$ cat src/rtl/rgb_pkg.sv
// Shared definitions for the RGB PWM LED driver: widths, colour presets and FSM encoding.
package rgb_pkg;

    localparam int PWM_BITS_DEF = 8;

    // Colour presets, packed {R,G,B}
    localparam logic [23:0] RGB_OFF     = 24'h000000;
    localparam logic [23:0] RGB_RED     = 24'hFF0000;
    localparam logic [23:0] RGB_GREEN   = 24'h00FF00;
    localparam logic [23:0] RGB_BLUE    = 24'h0000FF;
    localparam logic [23:0] RGB_YELLOW  = 24'hFFFF00;
    localparam logic [23:0] RGB_CYAN    = 24'h00FFFF;
    localparam logic [23:0] RGB_MAGENTA = 24'hFF00FF;
    localparam logic [23:0] RGB_WHITE   = 24'hFFFFFF;

    typedef enum logic {
        ST_OFF = 1'b0,
        ST_RUN = 1'b1
    } drv_state_t;

endpackage

$ cat src/rtl/pwm_channel.sv
// One PWM colour channel: compares the shared frame counter against its duty and
// drives a registered active-low LED pin.
module pwm_channel #(
    parameter int PWM_BITS = 8
) (
    input  logic                CLK,
    input  logic                RST,
    input  logic                run,
    input  logic [PWM_BITS-1:0] duty,
    input  logic [PWM_BITS-1:0] pwm_cnt,
    output logic                led
);

    localparam logic [PWM_BITS-1:0] DUTY_MAX = '1;

    logic lit;

    // Full-scale duty is forced on so the LED has no one-step gap at frame end.
    assign lit = (duty == DUTY_MAX) || (pwm_cnt < duty);

    always_ff @(posedge CLK) begin
        if (RST) begin
            led <= 1'b1;
        end else begin
            led <= run ? ~lit : 1'b1;
        end
    end

endmodule

$ cat src/rtl/rgb_pwm_driver.sv
// Double-buffered RGB PWM driver for active-low LED pins; colour words arrive on a
// valid/ready handshake and take effect only at PWM frame boundaries.
//
//   state   | meaning
//   --------+-----------------------------------------------------------
//   ST_OFF  | LEDs dark, prescaler and frame counter held at zero
//   ST_RUN  | PWM running; pending colour loads at each frame boundary
module rgb_pwm_driver
    import rgb_pkg::*;
#(
    parameter int                    PWM_BITS = PWM_BITS_DEF,
    parameter int                    PRESCALE = 47,
    parameter logic [3*PWM_BITS-1:0] INIT_RGB = '0
) (
    input  logic                CLK,
    input  logic                RST,
    input  logic                enable,
    input  logic                color_valid,
    output logic                color_ready,
    input  logic [PWM_BITS-1:0] color_r,
    input  logic [PWM_BITS-1:0] color_g,
    input  logic [PWM_BITS-1:0] color_b,
    output logic                frame_tick,
    output logic                LED_R,
    output logic                LED_G,
    output logic                LED_B
);

    localparam int                  PS_W     = (PRESCALE > 1) ? $clog2(PRESCALE) : 1;
    localparam logic [PS_W-1:0]     PS_LAST  = PS_W'(PRESCALE - 1);
    localparam logic [PWM_BITS-1:0] PWM_LAST = '1;

    drv_state_t            state;
    logic [PS_W-1:0]       prescale_cnt;
    logic [PWM_BITS-1:0]   pwm_cnt;
    logic [3*PWM_BITS-1:0] active_rgb;
    logic [3*PWM_BITS-1:0] pending_rgb;
    logic                  pending_full;

    logic run_now;
    logic step;
    logic frame_end;
    logic accept;

    // The RUN->OFF decision acts on the same edge, so a dropped enable darkens the
    // pins on the very next cycle rather than one cycle later.
    assign run_now     = (state == ST_RUN) && enable;
    assign step        = run_now && (prescale_cnt == PS_LAST);
    assign frame_end   = step && (pwm_cnt == PWM_LAST);
    assign accept      = color_valid && !pending_full;
    assign color_ready = !pending_full;

    always_ff @(posedge CLK) begin
        if (RST) begin
            state        <= ST_OFF;
            prescale_cnt <= '0;
            pwm_cnt      <= '0;
            frame_tick   <= 1'b0;
            active_rgb   <= INIT_RGB;
            pending_rgb  <= '0;
            pending_full <= 1'b0;
        end else begin
            frame_tick <= frame_end;

            case (state)
                ST_OFF:  if (enable)  state <= ST_RUN;
                ST_RUN:  if (!enable) state <= ST_OFF;
                default: state <= ST_OFF;
            endcase

            if (run_now) begin
                prescale_cnt <= step ? '0 : prescale_cnt + 1'b1;
                if (step) begin
                    pwm_cnt <= pwm_cnt + 1'b1;
                end
            end else begin
                prescale_cnt <= '0;
                pwm_cnt      <= '0;
            end

            if (frame_end && pending_full) begin
                active_rgb <= pending_rgb;
            end

            // A word accepted on a boundary edge lands in pending, not active.
            if (accept) begin
                pending_rgb  <= {color_r, color_g, color_b};
                pending_full <= 1'b1;
            end else if (frame_end) begin
                pending_full <= 1'b0;
            end
        end
    end

    pwm_channel #(.PWM_BITS(PWM_BITS)) u_red (
        .CLK     (CLK),
        .RST     (RST),
        .run     (run_now),
        .duty    (active_rgb[3*PWM_BITS-1 -: PWM_BITS]),
        .pwm_cnt (pwm_cnt),
        .led     (LED_R)
    );

    pwm_channel #(.PWM_BITS(PWM_BITS)) u_green (
        .CLK     (CLK),
        .RST     (RST),
        .run     (run_now),
        .duty    (active_rgb[2*PWM_BITS-1 -: PWM_BITS]),
        .pwm_cnt (pwm_cnt),
        .led     (LED_G)
    );

    pwm_channel #(.PWM_BITS(PWM_BITS)) u_blue (
        .CLK     (CLK),
        .RST     (RST),
        .run     (run_now),
        .duty    (active_rgb[PWM_BITS-1 -: PWM_BITS]),
        .pwm_cnt (pwm_cnt),
        .led     (LED_B)
    );

endmodule

$ cat config.mk
export PLATFORM = sky130hd
export DESIGN_NAME = rgb_pwm_driver
export DESIGN_NICKNAME = d
export VERILOG_FILES = /design/src/rtl/rgb_pkg.sv /design/src/rtl/pwm_channel.sv /design/src/rtl/rgb_pwm_driver.sv
export SDC_FILE = /design/constraint.sdc
export NUM_CORES = 1
export LEC_CHECK = 0
export ABC_AREA = 1
export CAP_MARGIN = 20
export CELL_PAD_IN_SITES_DETAIL_PLACEMENT = 0
export CELL_PAD_IN_SITES_GLOBAL_PLACEMENT = 1
export CORE_MARGIN = 2
export CORE_UTILIZATION = 30
export DETAILED_ROUTE_END_ITERATION = 8
export PLACE_DENSITY_LB_ADDON = 0.1
export SLEW_MARGIN = 10
export SYNTH_ARGS = -nofsm -noshare
export SYNTH_HDL_FRONTEND = slang
export SYNTH_HIERARCHICAL = 1
export SYNTH_SLANG_ARGS = --single-unit
$ cat constraint.sdc
create_clock -name CLK -period 2.9 [get_ports CLK]
set_input_delay 0.58 -clock CLK [delete_from_list [all_inputs] [get_ports CLK]]
set_output_delay 0.58 -clock CLK [all_outputs]
set_load 0.02 [all_outputs]
==> run_results.csv, run 1 <==
group,metric,value,unit
detailed_routing,routed_via_density,4.474,
setup_path,worstSetupPathType,"flop to output port",
setup_path,cp_data_arrival_time,1.33,ns
hold_path,hold_class,"flop to flop",
sta,slew_headroom,0.5429,
cts,cts_buffer_depth,2,
pwr,p_per_area,506.0,mW/mm²
cts,cts-root-buf,"clkbuf_8",
cts,cts_buffers,9,
synthesis,ys_warn_count,6,
synthesis,syn-cell-area,0.003307,mm²
finish,drive_above_1_share,0.08125,
synthesis,yosys.area.top_type,"dfxtp_1",
cts,cts_tree,"built",
pwr,p_int,1.527,mW
detailed_routing,dr.first_iter.drc_count,113,
detailed_routing,vias,2774,
sta,hold_slack,0.4631,ns
placement,io_buffers,32,
sta,finalSetupViolCount,0,
synthesis,synth_fp_nets,496,
grt,grt_overflow_total,0,
synthesis,syn_avg_cell_area,7.448,µm²
pwr,p_leak,1.585,nW
setup_path,critPathLaunchType,"flop",
floorplanning,die_y,109.0,µm
sta,rsz0062_at_grt,"no",
floorplanning,start_util,0.3064,
sta,fin_worst_skew,0.009265,ns
sta,period_needed,1.907,ns
sta,tightest_slew,0.6848,ns
finish,final_cell_area,0.003955,mm²
grt,grt_pass1_vias,2653,
finish,areaGrowthSynthToFinish,19.60,%
pwr,power_frac_clock,0.448,
detailed_routing,wl_per_cell,12.47,µm
finish,mostFrequentLayoutCell,"nand2_1",
synthesis,synth_top_area_frac,0.4117,
placement,gp_congestion,0.7724,
finish,final_nets,527,
run_status,status,"complete, no violations",
sta,hold_viol_final,0,
finish,antennaDiodeCount,0,
cts,clock_sinks,68,
grt,antenna_found_initial,0,
synthesis,yosysSeqAreaShare,0.4117,
cts,clock_latency,0.34,ns
grt,grt_use_met3,0.03527,
detailed_routing,postRouteAntennaNets,0,
pwr,power,2.001,mW
floorplanning,core_region_area,0.01079,mm²
grt,grt_max_degree,29,
grt,grt_util_all_layers,0.1435,
grt,grt_pass1_wl,13.14,mm
synthesis,synth_area_leaders,"dfxtp_1 (41%), nand2_1 (9.6%), ha_1 (9.1%)",
floorplanning,die_width,109.0,µm
finish,final_cell_mix,"nand2_1 (85), nor2_1 (71), dfxtp_1 (68)",
setup_path,path_max_fanout,2,
grt,use_met1,0.1982,
detailed_routing,wirelength,7.730,mm
sta,maxSlewViolCount,0,
sta,tns,0,ns
floorplanning,rows,38,
cts,clk_pin_slew,0.07,ns
cts,cts_setup_buffers,0,
detailed_routing,drc,0,
pwr,peakVddDrop,0.2149,mV
synthesis,ys_types,31,
placement,hpwlAfterDp,5.409,mm
floorplanning,ios,33,
sta,max_freq,524.4,MHz
cts,h-tree-depth,3,
synthesis,syn_inst,444,
finish,fin_util,0.3665,
grt,grt.busiest_layer,"met2",
placement,dpl_cell_area,0.003730,mm²
sta,period_share,0.6576,
setup_path,cp.required,2.32,ns
pwr,power_frac_comb,0.063,
setup_path,endpoint_kind,"output port",
detailed_routing,first_pass_iters,4,
cts,cts.repair.resized,0,
flow_run,cap_violations,0,
pwr,p_seq_frac,0.490,
grt,met2_usage,0.2178,
cts,cts_hold_buf,0,
pwr,power.net_switching,0.4745,mW
synthesis,synth-seq-cells,68,
pwr,switching_share,0.2371,
floorplanning,die_area,0.01188,mm²
[routing by layer]
layer / up-vias / share of wire
met5: - / 0
met4: 0 / 0.015
met3: 8 / 0.029
met2: 38 / 0.41
met1: 1251 / 0.54
li1: 1477 / -
[path summary, 6_finish.rpt]
check                       from              to  slack [ns]  cells past startpoint
setup / recovery    pending_full     color_ready        0.99                      2
hold / removal    active_rgb[22]  active_rgb[22]        0.46                      2
setup reg to reg      pwm_cnt[1]   active_rgb[1]        1.12                      7
hold reg to reg   active_rgb[22]  active_rgb[22]        0.46                      2
[state kept, by name, indices dropped and copies added (netlist names)]
name          cells
prescale_cnt      6
active_rgb       24
state             1
u_blue/led        1
u_red/led         1
u_green/led       1
frame_tick        1
pending_full      1
pending_rgb      24
pwm_cnt           8
[through the flow]
step	setup slack [ns]	std cells
floorplan	1.406	444
global placement	0.6811	604
detailed placement	0.6328	604
CTS	0.9721	620
global route	0.8982	620
finish	0.9931	620
[cell families (layout without fill, tap and decap cells)]
| kind of cell | Yosys count | in the layout | share of synthesized area |
|---|---|---|---|
| compound gates | 72 | 72 | 0.1120 |
| flops | 68 | 68 | 0.4117 |
| simple gates | 208 | 208 | 0.2853 |
| buf+inv | 69 | 105 | 0.09232 |
| fa+ha+maj | 24 | 24 | 0.09081 |
| xor+xnor | 3 | 3 | 0.007947 |
[synthesized netlist by cell type, drive strengths merged]
master,number
nor4,3
a21oi,38
inv,52
dfxtp,68
clkbuf,5
nand2,90
or2,1
o21a,3
a21boi,1
nor3,5
ha,24
nand3b,1
buf,12
xnor2,1
nand4,2
xor2,2
nand3,30
o21ai,30
nor2,76
[final cells by class]
type | instances | area (µm²)
clock inverters | 6 | 87.58
repair buffers | 37 | 357.8
flip-flops and latches | 68 | 1361
inverters | 52 | 195.2
multi-input cells | 307 | 1640
clock buffers | 10 | 137.6
fillers | 1156 | 6838
well taps | 140 | 175.2
[power groups by stage]
| stage | clock network (mW) | registers (mW) | logic [mW] |
|---|---|---|---|
| floorplan | 0 | 0.996 | 0.0683 |
| global placement | 0 | 1.00 | 0.126 |
| detailed placement | 0 | 1.00 | 0.126 |
| CTS | 0.923 | 0.980 | 0.128 |
| global route | 0.971 | 0.983 | 0.142 |
| finish | 0.896 | 0.980 | 0.125 |
[worst max-delay path, cell delays in order, from the launching register on]
cell and delay [ns]:
dfxtp_1 0.31, inv_1 0.07, clkdlybuf4s50_1 0.60
No activity file was read; power rests on OpenSTA's default activity.
==> run 2, diff against run 1 <==
==> constraint.sdc (replaced) <==
create_clock -name CLK -period 1.6 [get_ports CLK]
set_input_delay 0.32 -clock CLK [delete_from_list [all_inputs] [get_ports CLK]]
set_output_delay 0.32 -clock CLK [all_outputs]
set_load 0.02 [all_outputs]
==> run 2 against run 1 <==
  * Die area unchanged
  * Critical path type is now input pin to flop
  * Power increased by 91%
  * Combinational power increased by 99%
  * Cell count increased by 3.1%
  * Critical path depth increased by 7
==> run_results.csv, run 2 (synthesis results as in run 1) <==
group,metric,value,unit
sta,period_share,0.8696,
finish,mostFrequentLayoutCell,"nand2_1",
sta,hold_viol_final,0,
cts,cts_tree,"built",
floorplanning,ios,33,
setup_path,path_max_fanout,11,
placement,hpwlAfterDp,5.686,mm
detailed_routing,wirelength,7.927,mm
finish,antennaDiodeCount,0,
cts,clock_sinks,68,
flow_run,cap_violations,0,
sta,slew_headroom,0.7731,
floorplanning,start_util,0.3064,
floorplanning,die_width,109.0,µm
sta,finalSetupViolCount,0,
pwr,peakVddDrop,0.4451,mV
detailed_routing,wl_per_cell,12.41,µm
cts,clk_pin_slew,0.08,ns
hold_path,hold_class,"flop to flop",
finish,instances_no_fill,639,
grt,met2_usage,0.2183,
floorplanning,rows,38,
finish,final_cell_mix,"nand2_1 (85), nor2_1 (70), dfxtp_1 (67)",
grt,grt_max_degree,27,
grt,grt.busiest_layer,"met2",
cts,h-tree-depth,3,
setup_path,worstSetupPathType,"input pin to flop",
setup_path,cp.required,1.84,ns
placement,dp_cells,623,
cts,cts_hold_buf,0,
finish,drive_above_1_share,0.1182,
sta,maxSlewViolCount,0,
cts,cts_buffers,9,
sta,period_needed,1.391,ns
grt,use_met1,0.2091,
detailed_routing,dr.first_iter.drc_count,89,
detailed_routing,drc,0,
finish,multi_input_area,0.001643,mm²
setup_path,cp_data_arrival_time,1.63,ns
grt,antenna_found_initial,0,
pwr,power,3.817,mW
detailed_routing,vias,2821,
cts,cts_setup_buffers,0,
setup_path,endpoint_kind,"flop",
finish,register_area,0.001363,mm²
detailed_routing,first_pass_iters,6,
pwr,p_leak,1.723,nW
finish,fillers,1143,
sta,fin_worst_skew,0.01081,ns
pwr,p_per_area,914.0,mW/mm²
finish,final_nets,546,
grt,grt_use_met3,0.03945,
sta,hold_slack,0.4612,ns
setup_path,critPathLaunchType,"input pin",
grt,grt_pass1_vias,2732,
detailed_routing,postRouteAntennaNets,0,
finish,fin_util,0.3870,
cts,cts_buffer_depth,2,
grt,grt_pass1_wl,13.61,mm
sta,max_freq,718.8,MHz
run_status,status,"complete, no violations",
cts,clock_latency,0.34,ns
floorplanning,die_area,0.01188,mm²
placement,gp_congestion,0.7751,
grt,grt_util_all_layers,0.1489,
grt,grt_overflow_total,0,
finish,areaGrowthSynthToFinish,26.30,%
floorplanning,die_y,109.0,µm
detailed_routing,routed_via_density,4.415,
floorplanning,core_region_area,0.01079,mm²
placement,io_buffers,32,
sta,rsz0062_at_grt,"no",
sta,tightest_slew,0.3403,ns
cts,cts-root-buf,"clkbuf_8",
finish,largestRegisters,"active_rgb: 24 flops, pending_rgb: 24 flops, pwm_cnt: 8 flops",
==> run 2: cell count changes in the layout (fill, tap and decap cells not counted), moves of 2 or more <==
cell / before / now
buf_4: 5 / 20
clkdlybuf4s50_1: 32 / 27
buf_12: 0 / 4
clkinvlp_4: 3 / 0
dlygate4sd2_1: 0 / 3
dlymetal6s2s_1: 0 / 2
==> run 2: layout make-up <==
cell class | instances | share of cell area
Clock buffer | 11 | 0.03385
Clock inverter | 5 | 0.02576
Inverter | 52 | 0.04673
Multi-Input combinational cell | 307 | 0.3933
Sequential cell | 68 | 0.3262
Tap cell | 140 | 0.04194
Timing Repair Buffer | 56 | 0.1321
==> run 2: stage by stage <==
stage | setup WS [ns] | TNS (ns) | cell area (µm²)
finish | 0.2087 | 0 | 4177
global route | 0.05478 | 0 | 4177
CTS | 0.003817 | 0 | 4168
detailed placement | -0.2345 | -5.260 | 3923
global placement | -0.1806 | -4.068 | 3923
floorplan | 0.1955 | 0 | 3307
==> run 2: routing by layer <==
metal  up-vias  wire length (µm)  share of wire
met5         -                 0              0
met4         0               163          0.021
met3        10               305          0.038
met2        47              3253           0.41
met1      1248              4205           0.53
li1       1516                 -              -
==> run 2: repair_timing <==
action                     in CTS  in global routing
setup endpoints to repair       3                  7
gates resized for setup         3                  4
gates cloned                    0                  0
pin swaps                       0                  0
==> run 2: power breakdown <==
group          internal, mW  switching (mW)
Sequential             1.75          0.0305
Clock                  1.09           0.703
Combinational         0.120           0.129
Total                  2.95           0.863
==> run 2: final timing paths <==
check / from / cells past startpoint / slack [ns] / to
max reg2reg: pwm_cnt[1] / 8 / 0.21 / active_rgb[19]
min reg2reg: active_rgb[14] / 2 / 0.46 / active_rgb[14]
max: enable / 9 / 0.21 / pwm_cnt[5]
min: active_rgb[14] / 2 / 0.46 / active_rgb[14]
==> run 2: worst max-delay path: stages <==
cell and delay [ns]:
clkdlybuf4s50_1 0.49, nand2_1 0.10, nor2_4 0.13, nand2_4 0.08, buf_4 0.18, nor2_2 0.14, nand3_1 0.09, nand2_1 0.07
nor2_1 0.04
==> run 3, diff against run 2 <==
--- a/config.mk
+++ b/config.mk
@@ -9,6 +9,7 @@
 export CAP_MARGIN = 20
 export CELL_PAD_IN_SITES_DETAIL_PLACEMENT = 0
 export CELL_PAD_IN_SITES_GLOBAL_PLACEMENT = 1
+export CORE_ASPECT_RATIO = 1.4
 export CORE_MARGIN = 2
 export CORE_UTILIZATION = 30
 export DETAILED_ROUTE_END_ITERATION = 8
==> run 3 against run 2 <==
  * Combinational power shrank 3%
  * Routed wire length grew 3.3%
  * Hold slack lost 0.016 ns
  * First-iteration DRC count shrank 22%
==> run_results.csv, run 3 (synthesis results as in run 1) <==
group,metric,value,unit
setup_path,cp_slowest_cell,"clkdlybuf4s50_1",
setup_path,path_max_fanout,1,
finish,areaGrowthSynthToFinish,31.06,%
detailed_routing,postRouteAntennaNets,0,
grt,grt_max_degree,27,
pwr,peakVddDrop,0.5051,mV
pwr,p_per_area,963.9,mW/mm²
setup_path,rr_worst_depth,9,
grt,grt_pass1_wl,13.40,mm
pwr,power,4.178,mW
sta,rsz0062_at_grt,"yes",
cts,cts_buffer_depth,2,
detailed_routing,vias,2861,
flow_run,cap_violations,0,
hold_path,hp-start,"prescale_cnt[0]",
hold_path,hold_depth,1,
setup_path,endpoint_kind,"output port",
placement,hpwlAfterDp,5.704,mm
setup_path,path_cells,"clkdlybuf4s50_1",
setup_path,cp_data_arrival_time,1.23,ns
finish,final_nets,553,
hold_path,hold_class,"flop to flop",
grt,grt_pass1_vias,2859,
sta,maxSlewViolCount,0,
cts,cts-root-buf,"clkbuf_16",
sta,tightest_slew,0.3855,ns
floorplanning,die_y,128.2,µm
sta,fin_worst_skew,0.005826,ns
cts,cts_buffers,9,
grt,grt_util_all_layers,0.1446,
placement,io_buffers,32,
sta,hold_viol_final,0,
cts,h-tree-depth,3,
detailed_routing,first_pass_iters,4,
finish,mostFrequentLayoutCell,"nand2_1",
run_status,status,"complete, no violations",
setup_path,r2r_setup_slack,0.11,ns
setup_path,r2r_end,"active_rgb[22]",
finish,final_cell_mix,"nand2_1 (84), nor2_1 (69), dfxtp_1 (66)",
floorplanning,die_width,92.74,µm
detailed_routing,wirelength,8.189,mm
floorplanning,ios,33,
floorplanning,start_util,0.3059,
floorplanning,rows,45,
pwr,p_leak,1.763,nW
detailed_routing,drc,0,
grt,antenna_found_initial,0,
finish,drive_above_1_share,0.1403,
finish,largestRegisters,"active_rgb: 24 flops, pending_rgb: 24 flops, pwm_cnt: 8 flops",
floorplanning,core_region_area,0.01081,mm²
placement,gp_congestion,0.7419,
setup_path,worstSetupPathType,"flop to output port",
cts,clk_pin_slew,0.06,ns
cts,clock_latency,0.33,ns
detailed_routing,routed_via_density,4.422,
cts,clock_sinks,68,
sta,max_freq,645.9,MHz
setup_path,regToRegStartpoint,"prescale_cnt[0]",
setup_path,cp.buffers_inverters,1,
detailed_routing,wl_per_cell,12.66,µm
setup_path,slowest_delay,0.59,ns
cts,cts_setup_buffers,0,
setup_path,cpLargestDelayFamily,"buffers and inverters",
cts,cts_hold_buf,0,
sta,slew_headroom,0.7430,
finish,antennaDiodeCount,0,
floorplanning,die_area,0.01189,mm²
grt,grt_overflow_total,0,
sta,tns,0,ns
detailed_routing,dr.first_iter.drc_count,69,
setup_path,cp.required,1.28,ns
sta,period_needed,1.548,ns
cts,cts_tree,"built",
sta,period_share,0.9676,
setup_path,critPathLaunchType,"flop",
sta,finalSetupViolCount,0,
hold_path,min_to,"prescale_cnt[0]",
[run 3: cell types whose count changed in the layout (fill, tap and decap cells not counted), sizes merged, moves of 2 or more]
cell,previous run,this run
nand3,30,32
inv,53,51
dlymetal6s2s,2,0
clkdlybuf4s50,27,31
buf,24,28
clkinvlp,0,2
dlygate4sd2,3,1
[run 3: area by class of cell]
class	count	area, µm²
clock inverter	5	85.08
multi-input combinational	309	1685
sequential	68	1366
fill	1177	6476
inverter	52	198.9
clock buffer	11	242.7
timing repair buffer	61	579.3
tap	141	176.4
[run 3: repair_timing]
| item | in CTS | in global routing |
|---|---|---|
| cloned | 0 | 3 |
| endpoints found under the setup margin | 1 | 32 |
| gates resized for setup | 1 | 10 |
| hold endpoints to repair | 0 | 0 |
[run 3: worst max path at each step]
stage	start	end	slack, ns	depth (start not counted)
6_report	u_red/led	LED_R	0.05	1
5_1_grt	prescale_cnt[0]	active_rgb[21]	-0.02	9
4_1_cts	u_red/led	LED_R	0.03	1
3_5_place_dp	enable	active_rgb[22]	-0.25	8
3_3_place_gp	enable	active_rgb[7]	-0.23	8
2_1_floorplan	pwm_cnt[1]	active_rgb[15]	0.20	7
[run 3: power by group]
| group | leakage (nW) | internal (mW) | switching [mW] | total, mW |
|---|---|---|---|---|
| clock | 0.156 | 1.41 | 0.748 | 2.16 |
| combinational | 1.05 | 0.115 | 0.127 | 0.242 |
| sequential | 0.555 | 1.75 | 0.0275 | 1.78 |
[run 3: through the flow]
| stage | cells | worst slack (ns) | util | cell area (µm²) | hold WS [ns] |
|---|---|---|---|---|---|
| after detailed placement | 628 | -0.2496 | 0.3634 | 3929 | 0.4558 |
| after floorplan | 444 | 0.1955 | - | 3307 | 0.4176 |
| after global placement | 628 | -0.2317 | 0.3634 | 3929 | 0.4517 |
| after global routing | 647 | -0.01928 | 0.4009 | 4334 | 0.4534 |
| final | 647 | 0.05176 | 0.4009 | 4334 | 0.4457 |
| after CTS | 644 | 0.03293 | 0.3936 | 4255 | 0.4639 |
[run 3: metal layers]
| metal | vias up | track usage | share of wire |
|---|---|---|---|
| li1 | 1539 | - | - |
| met1 | 1271 | 0.1700 | 0.45 |
| met2 | 41 | 0.2538 | 0.51 |
| met3 | 10 | 0.02939 | 0.031 |
| met4 | 0 | 0.06228 | 0.016 |
| met5 | - | 0 | 0 |
